--- src/rtl/uart_tx_arbiter_pkg.sv ---
// rtl/uart_tx_arbiter_pkg.sv - shared FSM encoding and defaults for the UART TX arbiter
package uart_tx_arbiter_pkg;

   // Arbiter FSM states, 2-bit encoding
   typedef enum logic [1:0] {
      ST_IDLE  = 2'd0,
      ST_START = 2'd1,
      ST_WAIT  = 2'd2
   } arb_state_t;

   localparam int DEFAULT_DATA_BITS      = 8;
   localparam int DEFAULT_TIMEOUT_CYCLES = 200000;

endpackage

--- src/rtl/uart_tx_arbiter_rr_priority_picker.sv ---
// rtl/uart_tx_arbiter_rr_priority_picker.sv - combinational round-robin picker starting at a pointer
module rr_priority_picker #(
   parameter int N_REQ = 4,
   parameter int PTR_W = 2
) (
   input  logic [N_REQ-1:0] req,
   input  logic [PTR_W-1:0] pointer,
   output logic [N_REQ-1:0] grant,
   output logic             valid
);

   localparam logic [PTR_W:0] N_W = (PTR_W+1)'(N_REQ);

   logic [PTR_W:0] idx;

   // Scan requesters from the pointer upward with wraparound; first hit wins
   always_comb begin
      grant = '0;
      valid = 1'b0;
      idx   = '0;
      for (int i = 0; i < N_REQ; i++) begin
         idx = {1'b0, pointer} + (PTR_W+1)'(i);
         if (idx >= N_W) begin
            idx = idx - N_W;
         end
         if (!valid && req[idx[PTR_W-1:0]]) begin
            grant[idx[PTR_W-1:0]] = 1'b1;
            valid = 1'b1;
         end
      end
   end

endmodule

--- src/rtl/uart_tx_arbiter.sv ---
// rtl/uart_tx_arbiter.sv - round-robin arbiter sharing one UART transmitter; optional watchdog via TX_ARB_TIMEOUT_EN
module uart_tx_arbiter
   import uart_tx_arbiter_pkg::*;
#(
   parameter int N_REQ          = 4,
   parameter int DATA_BITS      = DEFAULT_DATA_BITS,
   parameter int TIMEOUT_CYCLES = DEFAULT_TIMEOUT_CYCLES
) (
   input  logic                     i_clk,
   input  logic                     i_reset,
   input  logic [N_REQ-1:0]         i_req,
   input  logic [N_REQ*DATA_BITS-1:0] i_data,
   output logic [N_REQ-1:0]         o_grant,
   output logic [N_REQ-1:0]         o_ack,
   output logic                     o_tx_start,
   output logic [DATA_BITS-1:0]     o_tx_data,
   input  logic                     i_tx_done,
   output logic                     o_busy,
   output logic                     o_timeout
);

   localparam int PTR_W = $clog2(N_REQ);
   localparam logic [PTR_W-1:0] LAST_IDX = PTR_W'(N_REQ - 1);

   if (N_REQ < 2 || N_REQ > 8) begin : g_bad_n_req
      $error("uart_tx_arbiter: N_REQ must be 2..8");
   end
   if (TIMEOUT_CYCLES < 1) begin : g_bad_timeout
      $error("uart_tx_arbiter: TIMEOUT_CYCLES must be positive");
   end

   arb_state_t           state, state_next;
   logic [PTR_W-1:0]     pointer, pointer_next;
   logic [PTR_W-1:0]     owner, owner_next;
   logic [N_REQ-1:0]     pick_grant;
   logic                 pick_valid;
   logic [PTR_W-1:0]     pick_idx;
   logic [DATA_BITS-1:0] pick_data;
   logic [N_REQ-1:0]     grant_next, ack_next;
   logic                 start_next, busy_next, timeout_next;
   logic [DATA_BITS-1:0] data_next;
   logic [PTR_W-1:0]     owner_inc;

`ifdef TX_ARB_TIMEOUT_EN
   localparam int CNT_W = $clog2(TIMEOUT_CYCLES + 1);
   localparam logic [CNT_W-1:0] CNT_LIMIT = CNT_W'(TIMEOUT_CYCLES - 1);
   logic [CNT_W-1:0] cnt, cnt_next;
`endif

   rr_priority_picker #(
      .N_REQ (N_REQ),
      .PTR_W (PTR_W)
   ) u_picker (
      .req     (i_req),
      .pointer (pointer),
      .grant   (pick_grant),
      .valid   (pick_valid)
   );

   // Encode the one-hot winner to an index and select its character slice
   always_comb begin
      pick_idx  = '0;
      pick_data = '0;
      for (int k = 0; k < N_REQ; k++) begin
         if (pick_grant[k]) begin
            pick_idx  = PTR_W'(k);
            pick_data = i_data[k*DATA_BITS +: DATA_BITS];
         end
      end
   end

   assign owner_inc = (owner == LAST_IDX) ? '0 : owner + 1'b1;

   // Next-state and next-output logic; every output is registered below
   always_comb begin
      state_next   = state;
      pointer_next = pointer;
      owner_next   = owner;
      grant_next   = o_grant;
      data_next    = o_tx_data;
      ack_next     = '0;
      start_next   = 1'b0;
      timeout_next = 1'b0;
`ifdef TX_ARB_TIMEOUT_EN
      cnt_next     = cnt;
`endif
      case (state)
         ST_IDLE: begin
            if (pick_valid) begin
               owner_next = pick_idx;
               grant_next = pick_grant;
               data_next  = pick_data;
               start_next = 1'b1;
               state_next = ST_START;
            end
         end
         ST_START: begin
            state_next = ST_WAIT;
`ifdef TX_ARB_TIMEOUT_EN
            cnt_next   = '0;
`endif
         end
         ST_WAIT: begin
            if (i_tx_done) begin
               ack_next     = o_grant;
               pointer_next = owner_inc;
               grant_next   = '0;
               state_next   = ST_IDLE;
            end
`ifdef TX_ARB_TIMEOUT_EN
            else if (cnt == CNT_LIMIT) begin
               timeout_next = 1'b1;
               pointer_next = owner_inc;
               grant_next   = '0;
               state_next   = ST_IDLE;
            end else begin
               cnt_next = cnt + 1'b1;
            end
`endif
         end
         default: begin
            grant_next = '0;
            state_next = ST_IDLE;
         end
      endcase
      busy_next = (state_next != ST_IDLE);
   end

   // State and registered outputs; reset aborts any transfer without an ack
   always_ff @(posedge i_clk or posedge i_reset) begin
      if (i_reset) begin
         state      <= ST_IDLE;
         pointer    <= '0;
         owner      <= '0;
         o_grant    <= '0;
         o_ack      <= '0;
         o_tx_start <= 1'b0;
         o_tx_data  <= '0;
         o_busy     <= 1'b0;
`ifdef TX_ARB_TIMEOUT_EN
         o_timeout  <= 1'b0;
         cnt        <= '0;
`endif
      end else begin
         state      <= state_next;
         pointer    <= pointer_next;
         owner      <= owner_next;
         o_grant    <= grant_next;
         o_ack      <= ack_next;
         o_tx_start <= start_next;
         o_tx_data  <= data_next;
         o_busy     <= busy_next;
`ifdef TX_ARB_TIMEOUT_EN
         o_timeout  <= timeout_next;
         cnt        <= cnt_next;
`endif
      end
   end

`ifndef TX_ARB_TIMEOUT_EN
   assign o_timeout = 1'b0;
`endif

endmodule

--- config.mk ---
export PLATFORM = sky130hd
export DESIGN_NAME = uart_tx_arbiter
export DESIGN_NICKNAME = d
export VERILOG_FILES = /design/src/rtl/uart_tx_arbiter_pkg.sv /design/src/rtl/uart_tx_arbiter_rr_priority_picker.sv /design/src/rtl/uart_tx_arbiter.sv
export SDC_FILE = /design/constraint.sdc
export NUM_CORES = 1
export LEC_CHECK = 0
export ABC_AREA = 0
export CORE_ASPECT_RATIO = 0.8
export CORE_UTILIZATION = 44
export DETAILED_ROUTE_END_ITERATION = 7
export PLACE_DENSITY = 0.81
export SYNTH_ARGS = -nofsm -noshare
export SYNTH_HDL_FRONTEND = slang
export SYNTH_SLANG_ARGS = --single-unit
--- constraint.sdc ---
create_clock -name i_clk -period 7.1 [get_ports i_clk]
set_clock_uncertainty 0.15 [all_clocks]
set_input_delay 1.42 -clock i_clk [delete_from_list [all_inputs] [get_ports i_clk]]
set_output_delay 1.42 -clock i_clk [all_outputs]
set_load 0.01 [all_outputs]
==> out/qor.yml <==
holdBufCountCts: 0
synthCells: 188
die_h_um: 58.1
pwr-share-seq: 0.243
criticalPathCategory: "primary input to flop"
grt_max_degree: 25
setup_tns_ns: 0
final_common_cell: "clkdlybuf4s50_1"
crit_path_end_kind: "flop"
max-slew-margin-rel: 0.328
cp_max_fo: 8
rsz0062_at_grt: "false"
p_per_area_nw_per_um2: 422
p_clk_frac: 0.118
hpwlAfterDp_mm: 3.25
wirelength_mm: 4.37
critPathMaxStageDelay_ns: 0.85
max-cap-violations: 0
ant_nets: 0
postCtsSetupBuffers: 0
num_rows: 19
final_core_util: 0.661
initial_core_util: 0.482
cts_root_buf: "clkbuf_8"
clock_path_buffers: 2
num_vias: 1632
track_usage: 0.220
numCtsBuffers: 3
multi_input_area_um2: 1040
fp.coreArea_um2: 3590
finalSetupViolations: 0
grt_pass1_vias: 1453
syn_nets: 235
routed_via_density: 5.63
p_sw_mw: 0.445
syn-cell-area_um2: 1730
period_needed_ns: 4.03
fp.dieArea_um2: 4190
syn_avg_cell_area_um2: 9.20
async_flop_share: 1.00
drtIter0Drc: 131
gp_congestion: 0.903
fillers: 278
synth_warnings: 0
crit_arrival_ns: 4.02
startpoint_type: "primary input"
grt_pass1_wl_mm: 7.15
status: "complete, no violations"
hp-class: "flop to flop"
layout_common_cells: "clkdlybuf4s50_1 (56), nand2_1 (29), dfrtp_1 (24), nor2_1 (12)"
hold_violations: 0
ys_seq_elements: 24
crit_chain: "clkdlybuf4s50_1 > mux2i_1 > o22ai_1 > a211oi_1 > o2bb2ai_1 > a311oi_1 > o31ai_1"
nets: 286
register_area_um2: 601
cp.required_ns: 7.09
crit_slowest_cell: "a211oi_1"
die_x_um: 72.1
first_pass_iters: 4
seq_area_frac_synth: 0.347
wl_per_cell_um: 15.1
clock_latency_ns: 0.26
yosysUniqueCellTypes: 47
p_sw_frac: 0.445
maxSlewViolCount: 0
drc: 0
ctsResizeCount: 0
io_buffers: 56
synth_top_area_share: 0.347
timing.fmax_mhz: 248
synth-edff-count: 0
hold_slack_ns: 0.353
io-pin-count: 58
synth_area_leaders: "dfrtp_1 (35%), nand2_1 (6.3%), ha_1 (5.8%)"
power.internal_mw: 0.555
ir_worst_vdd_mv: 0.191
n_antenna_cell: 0
synth_top_area_cell: "dfrtp_1"
drive_gt1_frac: 0.0756
comb_power_share: 0.639
h-tree-depth: 1
cts_sinks: 24
area_delta_synth_final_pct: 37.0
clk_pin_slew_ns: 0.08
period_share: 0.567
p_leak_nw: 0.950
grt_overflow: 0
cts_tree: "built"
r2r_setup_slack_ns: 3.47
synth_top_flop_cell: "dfrtp_1"
antenna_found_initial: 0
worstMarginPinSlew_ns: 0.999
[worst max-delay path: cells and delay by family]
family | cells | cell delay [ns]
buffers and inverters | 1 | 0.55
AOI/OAI and AO/OA | 5 | 1.63
muxes | 1 | 0.42
[kinds of logic (layout without fill, tap and decap cells)]
kind of cell	count (synthesis)	after routing	share of synthesized area
buffers and inverters	18	68	0.0521
other	1	1	0.00217
adders and majority gates	8	8	0.0578
and+or+nand+nor	70	70	0.206
AOI/OAI and AO/OA	58	58	0.266
muxes	9	9	0.0687
DFF	24	24	0.347
[final timing paths]
path,start,to,depth (start not counted)
min in group asynchronous,i_reset,o_ack[3]$_DFF_PP0_,2
worst min register to register,o_tx_data[1]$_DFFE_PP0P_,o_tx_data[1]$_DFFE_PP0P_,2
worst min-delay path,o_tx_data[1]$_DFFE_PP0P_,o_tx_data[1]$_DFFE_PP0P_,2
worst max-delay path,i_req[3],o_tx_data[6]$_DFFE_PP0P_,7
max in group asynchronous,i_reset,owner[0]$_DFFE_PP0P_,2
worst max register to register,pointer[0]$_DFFE_PP0P_,o_tx_data[6]$_DFFE_PP0P_,8
[routing by layer]
| metal | wire length [um] | global-route usage | up-vias |
|---|---|---|---|
| met5 | 0 | 0 | - |
| met3 | 278 | 0.0452 | 2 |
| met4 | 17 | 0.0252 | 0 |
| met2 | 1890 | 0.322 | 71 |
| li1 | - | - | 804 |
| met1 | 2190 | 0.342 | 755 |
[cells in the mapped netlist, types with 5 or more instances]
library cell and count:
clkbuf_1 5, dfrtp_1 24, a311oi_1 8, inv_1 6
o31ai_1 8, o2bb2ai_1 8, a2bb2oi_1 8, nor2_1 12
or3_1 5, o21a_1 5, nand2_1 29, ha_1 8
[stage by stage]
stage                     cells  setup slack, ns  area, um^2  power (mW)
after floorplan             188             3.62        1730       0.694
after global placement      286             2.91        2300       0.869
after detailed placement    286             2.82        2300       0.877
after CTS                   290             3.13        2370       0.997
after global routing        290             2.82        2370        1.08
final                       290             3.07        2370        1.00
[area by class of cell]
type / count / area share
multi-input cells: 146 / 0.439
flip-flops and latches: 24 / 0.253
repair buffers: 57 / 0.240
well taps: 52 / 0.0274
clock buffers: 3 / 0.0174
clock inverters: 1 / 0.0127
inverters: 7 / 0.0111
[flip-flops by register name (all words and copies together) (netlist names)]
name	cells
o_ack	4
o_busy	1
o_grant	4
o_tx_data	8
o_tx_start	1
owner	2
pointer	2
state	2
[power groups by stage]
stage	clock network, mW	logic, mW	registers [mW]
3_5_place_dp	0	0.631	0.246
3_3_place_gp	0	0.624	0.246
6_report	0.118	0.639	0.243
4_1_cts	0.120	0.634	0.243
5_1_grt	0.126	0.701	0.253
2_1_floorplan	0	0.448	0.245
No activity file was read; power rests on OpenSTA's default activity.
